`config.mk`:
```
export PLATFORM = sky130hd
export DESIGN_NAME = sum_display
export DESIGN_NICKNAME = d
export VERILOG_FILES = /design/src/rtl/sum_display.sv
export SDC_FILE = /design/constraint.sdc
export NUM_CORES = 1
export LEC_CHECK = 0
export CELL_PAD_IN_SITES_DETAIL_PLACEMENT = 2
export CELL_PAD_IN_SITES_GLOBAL_PLACEMENT = 2
export CORE_ASPECT_RATIO = 0.75
export CORE_MARGIN = 2
export CORE_UTILIZATION = 32
export CTS_CLUSTER_DIAMETER = 50
export DETAILED_ROUTE_END_ITERATION = 16
export GPL_TIMING_DRIVEN = 0
export PLACE_DENSITY_LB_ADDON = 0.1
export SYNTH_ARGS = -nofsm -noshare
export SYNTH_HDL_FRONTEND = slang
export SYNTH_SLANG_ARGS = --single-unit
export TNS_END_PERCENT = 5
```
`constraint.sdc`:
```
create_clock -name clk -period 2.7 [get_ports clk]
set_clock_uncertainty 0.2 [all_clocks]
set_input_delay 0.54 -clock clk [delete_from_list [all_inputs] [get_ports clk]]
set_output_delay 0.54 -clock clk [all_outputs]
set_load 0.1 [all_outputs]
```
`src/rtl/sum_display.sv`:
```
// Converts a 12-bit binary sum to BCD by sequential double-dabble and drives a
// 4-digit multiplexed common-anode 7-segment display with leading-zero blanking.
module sum_display #(
    parameter int IN_W        = 12,
    parameter int REFRESH_DIV = 27000,
    parameter int N_DIGITS    = 4
) (
    input  logic                  clk,
    input  logic                  reset,
    input  logic [IN_W-1:0]       value,
    input  logic                  load,
    output logic                  busy,
    output logic                  done,
    output logic [4*N_DIGITS-1:0] bcd,
    output logic [6:0]            seg,
    output logic [N_DIGITS-1:0]   an
);
    localparam int BCD_W = 4 * N_DIGITS;
    localparam int CNT_W = $clog2(IN_W + 1);
    localparam int DIV_W = (REFRESH_DIV > 1) ? $clog2(REFRESH_DIV) : 1;
    localparam int IDX_W = (N_DIGITS > 1) ? $clog2(N_DIGITS) : 1;

    typedef enum logic [1:0] {IDLE, CONV, UPDATE} state_t;

    state_t            state_reg, state_next;
    logic [IN_W-1:0]   shreg_reg;
    logic [BCD_W-1:0]  scratch_reg;
    logic [CNT_W-1:0]  bit_cnt_reg;
    logic [BCD_W-1:0]  bcd_reg;
    logic [DIV_W-1:0]  div_reg;
    logic [IDX_W-1:0]  scan_idx_reg;

    logic [BCD_W-1:0]  scratch_adj;
    logic [BCD_W-1:0]  scratch_shift;
    logic [IN_W-1:0]   shreg_shift;
    logic [N_DIGITS-1:0] digit_blank;
    logic [3:0]        cur_digit;
    logic [6:0]        seg_pat;
    logic              digit_ok;

    // Add-3 correction on every nibble before the shift
    generate
        for (genvar gi = 0; gi < N_DIGITS; gi++) begin : g_adj
            assign scratch_adj[4*gi +: 4] = (scratch_reg[4*gi +: 4] >= 4'd5) ?
                                            scratch_reg[4*gi +: 4] + 4'd3 :
                                            scratch_reg[4*gi +: 4];
        end
    endgenerate

    assign scratch_shift = {scratch_adj[BCD_W-2:0], shreg_reg[IN_W-1]};
    assign shreg_shift   = {shreg_reg[IN_W-2:0], 1'b0};

    always_comb begin
        state_next = state_reg;
        case (state_reg)
            IDLE:    if (load) state_next = CONV;
            CONV:    if (bit_cnt_reg == CNT_W'(1)) state_next = UPDATE;
            UPDATE:  state_next = IDLE;
            default: state_next = IDLE;
        endcase
    end

    // bcd is written on the final shift so it becomes visible together with done
    always_ff @(posedge clk) begin
        if (reset) begin
            state_reg   <= IDLE;
            shreg_reg   <= '0;
            scratch_reg <= '0;
            bit_cnt_reg <= '0;
            bcd_reg     <= '0;
        end else begin
            state_reg <= state_next;
            case (state_reg)
                IDLE: begin
                    if (load) begin
                        shreg_reg   <= value;
                        scratch_reg <= '0;
                        bit_cnt_reg <= CNT_W'(IN_W);
                    end
                end
                CONV: begin
                    scratch_reg <= scratch_shift;
                    shreg_reg   <= shreg_shift;
                    bit_cnt_reg <= bit_cnt_reg - CNT_W'(1);
                    if (bit_cnt_reg == CNT_W'(1))
                        bcd_reg <= scratch_shift;
                end
                default: ;
            endcase
        end
    end

    assign busy = (state_reg != IDLE);
    assign done = (state_reg == UPDATE);
    assign bcd  = bcd_reg;

    always_ff @(posedge clk) begin
        if (reset) begin
            div_reg      <= '0;
            scan_idx_reg <= '0;
        end else if (div_reg == DIV_W'(REFRESH_DIV - 1)) begin
            div_reg      <= '0;
            scan_idx_reg <= (scan_idx_reg == IDX_W'(N_DIGITS - 1)) ? '0 : scan_idx_reg + IDX_W'(1);
        end else begin
            div_reg <= div_reg + DIV_W'(1);
        end
    end

    // A digit is blank when it and all higher digits are zero; the units digit always shows
    generate
        for (genvar gi = 0; gi < N_DIGITS; gi++) begin : g_blank
            if (gi == 0) begin : g_units
                assign digit_blank[gi] = 1'b0;
            end else begin : g_upper
                assign digit_blank[gi] = (bcd_reg[BCD_W-1:4*gi] == '0);
            end
        end
    endgenerate

    assign cur_digit = bcd_reg[4*scan_idx_reg +: 4];

    always_comb begin
        seg_pat  = 7'b1111111;
        digit_ok = 1'b1;
        case (cur_digit)
            4'd0:    seg_pat = 7'b1000000;
            4'd1:    seg_pat = 7'b1111001;
            4'd2:    seg_pat = 7'b0100100;
            4'd3:    seg_pat = 7'b0110000;
            4'd4:    seg_pat = 7'b0011001;
            4'd5:    seg_pat = 7'b0010010;
            4'd6:    seg_pat = 7'b0000010;
            4'd7:    seg_pat = 7'b1111000;
            4'd8:    seg_pat = 7'b0000000;
            4'd9:    seg_pat = 7'b0010000;
            default: digit_ok = 1'b0;
        endcase
    end

    always_comb begin
        seg = 7'b1111111;
        an  = '1;
        if (digit_ok && !digit_blank[scan_idx_reg]) begin
            seg              = seg_pat;
            an[scan_idx_reg] = 1'b0;
        end
    end

endmodule

```
==> results.sh <==
export IMPL_pin_count_of_the_biggest_net_entering_global_routing=13
export IMPL_placement_cell_area_mm2=0.004058
export IMPL_holdCritPathClass="flop to flop"
export IMPL_post_synth_edffs=0
export IMPL_crit_start="scan_idx_reg[0]$_SDFFE_PP0P_"
export IMPL_ir_worst_vdd_uv=322.6
export IMPL_final_non_filler_cell_area_mm2=0.004593
export IMPL_switchingPower_uw=664.8
export IMPL_htree_levels=3
export IMPL_critical_path_reg2reg_startpoint="bit_cnt_reg[0]$_SDFFE_PP0P_"
export IMPL_path_clk_slew_ns=0.06
export IMPL_critical_path_reg2reg_endpoint="bcd[1]$_SDFFE_PP0P_"
export IMPL_worst_ep_arrival_time_ns=2.31
export IMPL_synthDistinctLibCells=40
export IMPL_fraction_of_layout_instances_using_a_drive_strength_above_1_pct=16.60
export IMPL_cts_root_buffer="sky130_fd_sc_hd__clkbuf_16"
export IMPL_holdBufCountCts=0
export IMPL_dp_hpwl_um=7777
export IMPL_required_arrival_time_at_the_worst_endpoint_ns=1.96
export IMPL_worst_path_max_delay_cell="sky130_fd_sc_hd__mux4_2"
export IMPL_crit_end="seg[3]"
export IMPL_wirelength_um=11340
export IMPL_timing_worst_slew_pin_value_ns=0.9990
export IMPL_ys_dominant_reg_cell="sky130_fd_sc_hd__dfxtp_1"
export IMPL_synth_area_per_inst_um2=8.128
export IMPL_cts_tree="done"
export IMPL_floorplan_die_area_mm2=0.01118
export IMPL_syn_area_mm2=0.003308
export IMPL_netlist_top_cell_by_area="sky130_fd_sc_hd__dfxtp_1"
export IMPL_finish_cell_count_without_fillers=612
export IMPL_combPwrFrac_pct=10.2
export IMPL_crit_path_end_kind="output port"
export IMPL_synth_yosys_warnings=0
export IMPL_height_of_the_chip_um=92.06
export IMPL_outcome="complete, but fails checks"
export IMPL_vias=3144
export IMPL_initial_standard_cell_utilization_of_the_core_pct=32.53
export IMPL_drt_pass1_iterations=4
export IMPL_reg2reg_setup_slack_ns=0.16
export IMPL_ios=44
export IMPL_syn_to_final_growth_pct=38.84
export IMPL_reg2regPathDepth=7
export IMPL_chipWidth_um=121.4
export IMPL_synth_top_area_share_pct=40.54
export IMPL_antenna_left=0
export IMPL_seq_area_frac_synth_pct=40.54
export IMPL_port_buffer_count=42
export IMPL_worst_path_dominant_cell_family="simple AND/OR/NAND/NOR gates"
export IMPL_cts_root_to_sink_buffers=2
export IMPL_ff_latch_area_mm2=0.001384
export IMPL_numCtsBuffers=9
export IMPL_min_delay_start="div_reg[0]$_SDFF_PP0_"
export IMPL_syn_nets=437
export IMPL_setup_worst_path_class="flop to output port"
export IMPL_power_share_switching_pct=26.21
export IMPL_max_slew_margin_rel_pct=33.19
export IMPL_fp_row_count=32
export IMPL_maxcap_viol_count=0
export IMPL_rsz0062_at_grt="true"
export IMPL_crit_path_max_cell_delay_ns=0.54
export IMPL_seqPwrFrac_pct=41.3
export IMPL_diodes=0
export IMPL_final_max_slew_violation_count=0
export IMPL_cellLeakagePower_nw=1.719
export IMPL_min_period_over_period_pct=112.8
export IMPL_grt_overflow_total=0
export IMPL_clockPowerShare_pct=48.5
export IMPL_drt_wirelength_per_cell_um=18.52
export IMPL_via_count_of_the_first_global_routing_pass=3404
export IMPL_cp_num_cells=6
export IMPL_final_count_of_negative_setup_slack_endpoints=11
export IMPL_maxClockFrequency_mhz=328.4
export IMPL_intPower_mw=1.871
export IMPL_worstPathCellList="buf_6 -> mux4_2 -> nor2b_4 -> or4b_4 -> nand3_4 -> buf_12"
export IMPL_final_hold_violation_count=0
export IMPL_clkLatencyLatePin_ns=0.34
export IMPL_grt_first_pass_wirelength_um=18480
export IMPL_async_set_reset_flop_share_out_of_synthesis_pct=0
export IMPL_crit_path_start_kind="flop"
export IMPL_total_buffers_and_inverters_traversed_by_the_critical_path=2
export IMPL_fin_crit_ns=3.045
export IMPL_n_fill_cell=1124
export IMPL_drt_first_iter_violations=107
export IMPL_path_max_fanout=5
export IMPL_final_net_count=501
export IMPL_ys_ff_latch=67
export IMPL_violations="setup timing"
export IMPL_post_drt_via_cell_ratio=5.137
export IMPL_totalNegativeSetupSlack_ns=-2.663
export IMPL_tritoncts_num_sinks=67
export IMPL_gp_congestion=0.7609
export IMPL_synth_area_leaders="sky130_fd_sc_hd__dfxtp_1 (41%), sky130_fd_sc_hd__nand2_1 (7.3%), sky130_fd_sc_hd__nor2_1 (6.6%)"
export IMPL_power_per_cell_area_mw_per_mm2=552.2
export IMPL_multi_input_area_mm2=0.001942
export IMPL_grt_usage_pct=21.53
export IMPL_netlist_instances=407
export IMPL_dp_cell_count=585
export IMPL_antenna_found_initial=0
export IMPL_coreArea_mm2=0.01017
export IMPL_detail_route_drc_violations=0
export IMPL_setup_slack_ns=-0.3453
worst min-delay path by stage:
stage / cells after the start / slack [ns] / end
5_1_grt: 1 / 0.29 / div_reg[0]$_SDFF_PP0_
3_5_place_dp: 1 / 0.24 / div_reg[0]$_SDFF_PP0_
3_3_place_gp: 1 / 0.23 / div_reg[0]$_SDFF_PP0_
6_report: 1 / 0.24 / div_reg[0]$_SDFF_PP0_
2_1_floorplan: 1 / 0.21 / div_reg[0]$_SDFF_PP0_
4_1_cts: 1 / 0.24 / div_reg[0]$_SDFF_PP0_
layout by cell type (no fill, tap or decap), drive strengths merged, types with 2 or more instances in the layout:
cell,n
nor3,12
dlygate4sd2,2
nor3b,5
buf,24
clkinv,3
nor4,3
and3,5
a311oi,11
clkbuf,31
nand2,64
xnor2,10
a211oi,8
dfxtp,67
mux2i,5
nor2,58
a22oi,8
nand3,15
a21oi,26
mux4,4
ha,15
nand3b,3
xor2,9
o21ai,15
clkdlybuf4s50,29
inv,15
and2,2
nor2b,4
nand2b,9
stage by stage:
step | hold WS, ns | total power [mW] | util [%] | setup WS [ns]
global route | 0.2870 | 2.639 | 45.16 | -0.3986
floorplan | 0.2132 | 1.226 | - | -0.1440
CTS | 0.2449 | 2.559 | 45.05 | -0.3395
detailed placement | 0.2355 | 1.323 | 39.90 | -1.086
global placement | 0.2277 | 1.312 | 39.90 | -1.051
finish | 0.2402 | 2.536 | 45.16 | -0.3453
cells in the mapped netlist (all sizes together), types with 2 or more instances:
cell type	count
nand2	64
inv	15
o21ai	15
xnor2	10
a311oi	11
mux2i	5
a22oi	8
nand3b	3
buf	2
a211oi	8
and3	5
xor2	9
and2	2
a21oi	26
nand2b	9
clkbuf	20
ha	15
mux4	4
nor3b	5
nand3	15
nor3	12
nor2	58
nor4	3
dfxtp	67
nor2b	4
timing repair:
item | CTS | global route
pin swaps | 5 | 1
hold endpoints to repair | 0 | 0
buffers inserted | 10 | 1
endpoints found under the setup margin | 13 | 21
cloned | 0 | 0
gates resized for setup | 108 | 1
cells by family after synthesis:
group	Yosys count	share of synthesized area, %
flip-flops	67	40.54
AND/OR/NAND/NOR	188	26.32
adder cells (fa/ha/maj)	15	5.673
AO/OA/AOI/OAI	72	13.73
buffers and inverters	37	4.463
multiplexers	9	4.236
XOR/XNOR	19	5.030
power by group through the flow:
| stage | Combinational, mW | Sequential [mW] | Clock, mW |
|---|---|---|---|
| after floorplan | 0.142 | 1.08 | 0 |
| after global placement | 0.246 | 1.07 | 0 |
| after detailed placement | 0.255 | 1.07 | 0 |
| after CTS | 0.261 | 1.05 | 1.25 |
| after global routing | 0.285 | 1.05 | 1.30 |
| final | 0.259 | 1.05 | 1.23 |
cell type report:
| cell class | instances | area share (%) |
|---|---|---|
| buffer | 22 | 2.533 |
| clock buffer | 11 | 5.530 |
| clock inverter | 5 | 1.308 |
| inverter | 15 | 1.226 |
| multi-input combinational | 303 | 42.28 |
| timing repair buffer | 53 | 13.29 |
| sequential | 67 | 30.13 |
| tap | 136 | 3.705 |
routing by layer:
layer	track usage [%]	vias up	wire length [µm]
met5	0	-	0
met4	6.226	0	177
met3	3.980	15	321
met2	36.99	46	5583
met1	27.50	1554	5253
li1	-	1529	-
Note: power is estimated with default switching activity, not from simulation.
